### config.mk
export PLATFORM = sky130hd
export DESIGN_NAME = ball_physics
export DESIGN_NICKNAME = d
export VERILOG_FILES = /design/src/rtl/ball_pkg.sv /design/src/rtl/ball_collide.sv /design/src/rtl/ball_physics.sv
export SDC_FILE = /design/constraint.sdc
export NUM_CORES = 1
export LEC_CHECK = 0
export CORE_MARGIN = 5
export CORE_UTILIZATION = 51
export DETAILED_ROUTE_END_ITERATION = 10
export PLACE_DENSITY_LB_ADDON = 0.1
export SYNTH_ARGS = -nofsm -noshare
export SYNTH_HDL_FRONTEND = slang
export SYNTH_HIERARCHICAL = 1
export SYNTH_SLANG_ARGS = --single-unit
### constraint.sdc
create_clock -name clk -period 14.5 [get_ports clk]
set_input_delay 2.175 -clock clk [delete_from_list [all_inputs] [get_ports clk]]
set_output_delay 2.175 -clock clk [all_outputs]
set_load 0.01 [all_outputs]
### src/rtl/ball_pkg.sv
// Shared geometry, FSM state type and small helpers for the pong ball engine.
// Coordinates are ball/paddle centres; limits below are where the ball edge meets a wall.
package ball_pkg;

   localparam int FIELD_W    = 640;
   localparam int FIELD_H    = 480;
   localparam int BALL_HW    = 10;
   localparam int BALL_HH    = 15;
   localparam int PAD_HW     = 25;
   localparam int PAD_HH     = 33;
   localparam int GOAL_Y_MIN = 200;
   localparam int GOAL_Y_MAX = 280;
   localparam int CENTRE_X   = 320;
   localparam int CENTRE_Y   = 240;

   localparam int X_MIN  = BALL_HW;
   localparam int X_MAX  = FIELD_W - BALL_HW - 1;
   localparam int Y_MIN  = BALL_HH;
   localparam int Y_MAX  = FIELD_H - BALL_HH - 1;
   localparam int HIT_DX = BALL_HW + PAD_HW;
   localparam int HIT_DY = BALL_HH + PAD_HH;

   // Wide enough that a step off either edge of the field stays representable
   localparam int CW = 12;
   typedef logic signed [CW-1:0] coord_t;

   typedef enum logic [1:0] {SERVE, MOVE, SCORED, OVER} state_t;

   function automatic coord_t absDiff(input coord_t a, input coord_t b);
      coord_t d;
      d = a - b;
      return d[CW-1] ? -d : d;
   endfunction

   function automatic logic inMouth(input logic [8:0] y);
      return (y >= 9'(GOAL_Y_MIN)) && (y <= 9'(GOAL_Y_MAX));
   endfunction

   function automatic logic [3:0] satInc(input logic [3:0] s);
      return (s >= 4'd9) ? 4'd9 : s + 4'd1;
   endfunction

endpackage

### src/rtl/ball_collide.sv
// Overlap test between the ball's proposed next position and one paddle.
module ball_collide
   import ball_pkg::*;
(
   input  coord_t     nx,
   input  coord_t     ny,
   input  logic [9:0] padX,
   input  logic [8:0] padY,
   output logic       hit
);

   coord_t px;
   coord_t py;

   assign px  = coord_t'({2'b00, padX});
   assign py  = coord_t'({3'b000, padY});
   assign hit = (absDiff(nx, px) < coord_t'(HIT_DX)) &&
                (absDiff(ny, py) < coord_t'(HIT_DY));

endmodule

### src/rtl/ball_physics.sv
// Ball motion, paddle/wall bounces, goals and scoring for a two-player pong field.
// All state advances on frame_tick; restart and reset return the game to a fresh serve.
module ball_physics
   import ball_pkg::*;
#(
   parameter int VX           = 2,
   parameter int VY           = 1,
   parameter int SERVE_FRAMES = 60,
   parameter int WIN_SCORE    = 5
)(
   input  logic       clk,
   input  logic       reset,
   input  logic       frame_tick,
   input  logic       restart,
   input  logic [9:0] p1_x,
   input  logic [8:0] p1_y,
   input  logic [9:0] p2_x,
   input  logic [8:0] p2_y,
   output logic [9:0] ball_x,
   output logic [8:0] ball_y,
   output logic       pos_valid,
   output logic [3:0] score_p1,
   output logic [3:0] score_p2,
   output logic [1:0] winner
);

   localparam int               CNT_W      = (SERVE_FRAMES > 1) ? $clog2(SERVE_FRAMES) : 1;
   localparam logic [CNT_W-1:0] SERVE_LAST = CNT_W'(SERVE_FRAMES - 1);
   localparam coord_t           VX_S       = coord_t'(VX);
   localparam coord_t           VY_S       = coord_t'(VY);
   localparam coord_t           X_MIN_S    = coord_t'(X_MIN);
   localparam coord_t           X_MAX_S    = coord_t'(X_MAX);
   localparam coord_t           Y_MIN_S    = coord_t'(Y_MIN);
   localparam coord_t           Y_MAX_S    = coord_t'(Y_MAX);
   localparam logic [9:0]       CX         = 10'(CENTRE_X);
   localparam logic [8:0]       CY         = 9'(CENTRE_Y);

   state_t           state, stateNext;
   logic [9:0]       ballX, ballXNext;
   logic [8:0]       ballY, ballYNext;
   logic             vxNeg, vxNegNext;
   logic             vyNeg, vyNegNext;
   logic             serveLeft, serveLeftNext;
   logic [CNT_W-1:0] serveCnt, serveCntNext;
   logic [3:0]       scoreP1, scoreP1Next;
   logic [3:0]       scoreP2, scoreP2Next;
   logic [1:0]       winnerReg, winnerNext;
   logic             posValid, posValidNext;
   coord_t           nx, ny;
   logic             hit1, hit2;
   logic [9:0]       hitPadX;
   logic [3:0]       scorerScore;

   assign nx = coord_t'({2'b00, ballX}) + (vxNeg ? -VX_S : VX_S);
   assign ny = coord_t'({3'b000, ballY}) + (vyNeg ? -VY_S : VY_S);

   ball_collide u_collideP1 (.nx(nx), .ny(ny), .padX(p1_x), .padY(p1_y), .hit(hit1));
   ball_collide u_collideP2 (.nx(nx), .ny(ny), .padX(p2_x), .padY(p2_y), .hit(hit2));

   // serveLeft doubles as "P2 scored last", so it also identifies the scorer in SCORED
   assign hitPadX     = hit1 ? p1_x : p2_x;
   assign scorerScore = serveLeft ? scoreP2 : scoreP1;

   always_ff @(posedge clk) begin
      if (reset) begin
         state     <= SERVE;
         ballX     <= CX;
         ballY     <= CY;
         vxNeg     <= 1'b0;
         vyNeg     <= 1'b0;
         serveLeft <= 1'b0;
         serveCnt  <= '0;
         scoreP1   <= 4'd0;
         scoreP2   <= 4'd0;
         winnerReg <= 2'd0;
         posValid  <= 1'b0;
      end else begin
         state     <= stateNext;
         ballX     <= ballXNext;
         ballY     <= ballYNext;
         vxNeg     <= vxNegNext;
         vyNeg     <= vyNegNext;
         serveLeft <= serveLeftNext;
         serveCnt  <= serveCntNext;
         scoreP1   <= scoreP1Next;
         scoreP2   <= scoreP2Next;
         winnerReg <= winnerNext;
         posValid  <= posValidNext;
      end
   end

   always_comb begin
      stateNext     = state;
      ballXNext     = ballX;
      ballYNext     = ballY;
      vxNegNext     = vxNeg;
      vyNegNext     = vyNeg;
      serveLeftNext = serveLeft;
      serveCntNext  = serveCnt;
      scoreP1Next   = scoreP1;
      scoreP2Next   = scoreP2;
      winnerNext    = winnerReg;
      posValidNext  = 1'b0;

      if (restart) begin
         stateNext     = SERVE;
         ballXNext     = CX;
         ballYNext     = CY;
         vxNegNext     = 1'b0;
         vyNegNext     = 1'b0;
         serveLeftNext = 1'b0;
         serveCntNext  = '0;
         scoreP1Next   = 4'd0;
         scoreP2Next   = 4'd0;
         winnerNext    = 2'd0;
      end else if (frame_tick) begin
         posValidNext = (state != OVER);
         unique case (state)
            SERVE: begin
               if (serveCnt == SERVE_LAST) begin
                  stateNext    = MOVE;
                  vxNegNext    = serveLeft;
                  vyNegNext    = 1'b0;
                  serveCntNext = '0;
               end else begin
                  serveCntNext = serveCnt + 1'b1;
               end
            end
            MOVE: begin
               if (ny < Y_MIN_S) begin
                  ballYNext = 9'(Y_MIN);
                  vyNegNext = 1'b0;
               end else if (ny > Y_MAX_S) begin
                  ballYNext = 9'(Y_MAX);
                  vyNegNext = 1'b1;
               end else begin
                  ballYNext = ny[8:0];
               end

               // Goal beats paddle beats side wall; on a goal the ball x stays where it was
               if ((nx < X_MIN_S) && inMouth(ballY)) begin
                  scoreP2Next   = satInc(scoreP2);
                  serveLeftNext = 1'b1;
                  stateNext     = SCORED;
               end else if ((nx > X_MAX_S) && inMouth(ballY)) begin
                  scoreP1Next   = satInc(scoreP1);
                  serveLeftNext = 1'b0;
                  stateNext     = SCORED;
               end else if (hit1 || hit2) begin
                  vxNegNext = (ballX < hitPadX);
               end else if (nx < X_MIN_S) begin
                  ballXNext = 10'(X_MIN);
                  vxNegNext = 1'b0;
               end else if (nx > X_MAX_S) begin
                  ballXNext = 10'(X_MAX);
                  vxNegNext = 1'b1;
               end else begin
                  ballXNext = nx[9:0];
               end
            end
            SCORED: begin
               ballXNext    = CX;
               ballYNext    = CY;
               serveCntNext = '0;
               if (scorerScore >= 4'(WIN_SCORE)) begin
                  stateNext  = OVER;
                  winnerNext = serveLeft ? 2'd2 : 2'd1;
               end else begin
                  stateNext = SERVE;
               end
            end
            OVER: begin
               stateNext = OVER;
            end
            default: begin
               stateNext = SERVE;
            end
         endcase
      end
   end

   assign ball_x    = ballX;
   assign ball_y    = ballY;
   assign pos_valid = posValid;
   assign score_p1  = scoreP1;
   assign score_p2  = scoreP2;
   assign winner    = winnerReg;

endmodule

==> run_results.csv <==
group,metric,value,unit
timing,slew_viol_final,0,
cts,cts_hold_buf,0,
finish,post-route-util,61.0,%
finish,diodes,0,
power,power.density,47.2,nW/um^2
grt,grt_start_max_net_pins,26,
logic_synthesis,yosysWarningCount,6,
floorplan,die-area,14800,sq um
cts,clk_latency,290,ps
place,dp_slack,6850,ps
logic_synthesis,syn-cell-area,6350,sq um
cts,cts.sinks,41,
critical_path,max_stage_delay,630,ps
power,switching_share,27.1,%
detailed_routing,wl_per_cell,16.2,um
logic_synthesis,synth_ff_type,"dfxtp_1",
detailed_routing,ant_nets,0,
place,routabilityCongestion,0.951,
logic_synthesis,ys_ff_latch,41,
cts,htree_levels,2,
cts,cts_tree,"done",
timing,worst_slew_pin_slew,777,ps
cts,clk_pin_slew,60,ps
place,place_inst,1067,
detailed_routing,drc,0,
detailed_routing,dr_total_vias,6572,
detailed_routing,wirelength,17.4,mm
place,io_buffers,71,
critical_path,setup.worst_path.start_class,"input port",
timing,fin_crit,7480,ps
worst_hold_path,hp-class,"flop to flop",
timing,rsz0062_at_grt,"false",
critical_path,cp-end-kind,"flop",
critical_path,required,14710,ps
critical_path,critPathMaxFanout,11,
grt,grt_pass1_wl,28.8,mm
floorplan,num_rows,40,
finish,syn2layout_area_growth,16.3,%
timing,fmax,134,MHz
critical_path,crit_arrival,7690,ps
grt,grt_overflow_total,0,
logic_synthesis,postSynth.asyncResetShare,0,%
run_status,status,"complete, no violations",
grt,grt_antenna_before_repair,0,
power,ir_worst_vdd,0.0735,mV
finish,instances_no_fill,1075,
grt,grt_pass1_vias,6216,
power,p_leak,0.00321,uW
detailed_routing,drt_iter0_markers,455,
power,seqPwrFrac,32.4,%
cts,cts-root-buf,"clkbuf_16",
cts,post_cts.repair.setup_buffers,0,
timing,fin_crit_sh,51.6,%
critical_path,critPathSlowestCell,"and4_1",
finish,layout_common_cells,"84 x inv_1, 84 x nor2_1, 80 x ha_1",
logic_synthesis,synth_edf_count,0,
timing,hold_ws,503,ps
power,switchingPower,94.4,uW
finish,drive_gt1_share,4.52,%
logic_synthesis,synth_fp_nets,971,
power,p_clk_share,40.9,%
logic_synthesis,syn_inst,843,
timing,finalSetupViolations,0,
logic_synthesis,ys_seq_area_share,12.9,%
floorplan,start_util,52.4,%
detailed_routing,via_per_inst,6.11,
detailed_routing,drt_first_pass_iters,5,
floorplan,pin_count,72,
floorplan,die_w,122,um
finish,final_nets,1034,
timing,finClkSkew,8.89,ps
cts,numCtsBuffers,5,
place,hpwl,14.0,mm
timing,setup_tns,0,ps
floorplan,die_h,122,um
critical_path,cp_cell_sequence,"clkdlybuf4s50_1, ha_1, inv_1, fa_1, a211oi_2, nor2_1, xnor2_2, and3_1, or3b_4, o32ai_1, nand2_1, a32oi_1, and4_1, mux2i_1, ha_1, and4_1, o221ai_1, a21oi_1, o21ai_0, nand2b_1, a211oi_1, a21oi_1, a21o_1, mux2i_1",
cts,ctsResizeCount,0,
grt,grt_usage,23.0,%
critical_path,path_class,"input port to flop",
power,p_int,254,uW
power,comb_power_share,26.6,%
timing,finalHoldViolations,0,
logic_synthesis,syn_area_per_cell,7.53,sq um
logic_synthesis,netlist-cell-type-count,82,
job,max-cap-violations,0,
floorplan,fp.coreArea,12100,sq um
timing,max_slew_margin,46.9,%
timing,setup_slack,7020,ps
cts,ctsLongestPathBuffers,2,
-- through the flow --
stage | power [uW] | cell area [sq um]
detailed placement | 207 | 7200
global placement | 203 | 7200
CTS | 350 | 7390
global route | 365 | 7390
finish | 349 | 7390
floorplan | 181 | 6350
-- path summary, 6_finish.rpt --
kind                            startpoint   endpoint  slack [ps]  depth (start not counted)
worst max-delay path               p1_x[0]      vxNeg        7020                         24
worst min-delay path             winner[0]  winner[0]         500                          2
worst max register to register       vyNeg      vxNeg        7470                         28
worst min register to register   winner[0]  winner[0]         500                          2
-- cells in the mapped netlist (13+ instances only) --
| master | count | area share, % |
|---|---|---|
| a21o_1 | 13 | 1.5 |
| a21oi_1 | 52 | 4.1 |
| dfxtp_1 | 41 | 13 |
| ha_1 | 80 | 16 |
| inv_1 | 84 | 5.0 |
| mux2i_1 | 21 | 3.3 |
| nand2_1 | 56 | 3.3 |
| nand3_1 | 13 | 1.0 |
| nor2_1 | 84 | 5.0 |
| nor2b_1 | 16 | 1.6 |
| nor3_1 | 22 | 1.7 |
| o21a_1 | 16 | 1.9 |
| o21ai_0 | 46 | 3.6 |
| xnor2_1 | 32 | 4.4 |
| xor2_1 | 25 | 3.4 |
-- cells by family (layout without fill, tap and decap cells) --
group                      Yosys count  after routing  synth area share [%]
DFF                                 41             41                  12.9
AOI/OAI and AO/OA                  263            263                  29.7
adders and majority gates           86             86                  17.7
muxes                               22             22                  3.55
and+or+nand+nor                    271            271                  21.5
buffers and inverters              101            165                  6.32
xor gates and xnor gates            59             59                  8.37
-- state kept, by name (all words and copies together) (netlist names), 2 cells and up --
name	cells
ball_y	9
ball_x	10
score_p1	4
state	2
winner	2
serveCnt	6
score_p2	4
-- critical path: cells and delay by family --
family / cells / cell delay (ps)
buffers and inverters: 2 / 530
adders and majority gates: 3 / 860
and+or+nand+nor: 7 / 1800
muxes: 2 / 430
xor gates and xnor gates: 1 / 240
AOI/OAI and AO/OA: 9 / 1650
-- routing by layer --
| layer | GRT usage, % | vias up | share of wire (%) |
|---|---|---|---|
| met4 | 5.11 | 0 | 1.4 |
| li1 | - | 3226 | - |
| met1 | 29.7 | 3110 | 45 |
| met3 | 1.81 | 31 | 4.0 |
| met2 | 41.8 | 205 | 50 |
| met5 | 0 | - | 0 |
-- power by group through the flow --
stage / Combinational, uW / Sequential (uW) / Clock [uW]
after floorplan: 65.3 / 116 / 0
after global placement: 87.9 / 116 / 0
after detailed placement: 91.4 / 116 / 0
after CTS: 91.8 / 113 / 145
after global routing: 102 / 113 / 150
final: 92.8 / 113 / 143
-- final cells by class --
type	count	area, sq um
Sequential cell	41	821
Clock buffer	5	125
Clock inverter	3	65.1
Timing Repair Buffer	72	718
Inverter	85	319
Fill cell	1138	4730
Multi-Input combinational cell	701	5130
Tap cell	168	210
(Power assumes the default switching activity.)
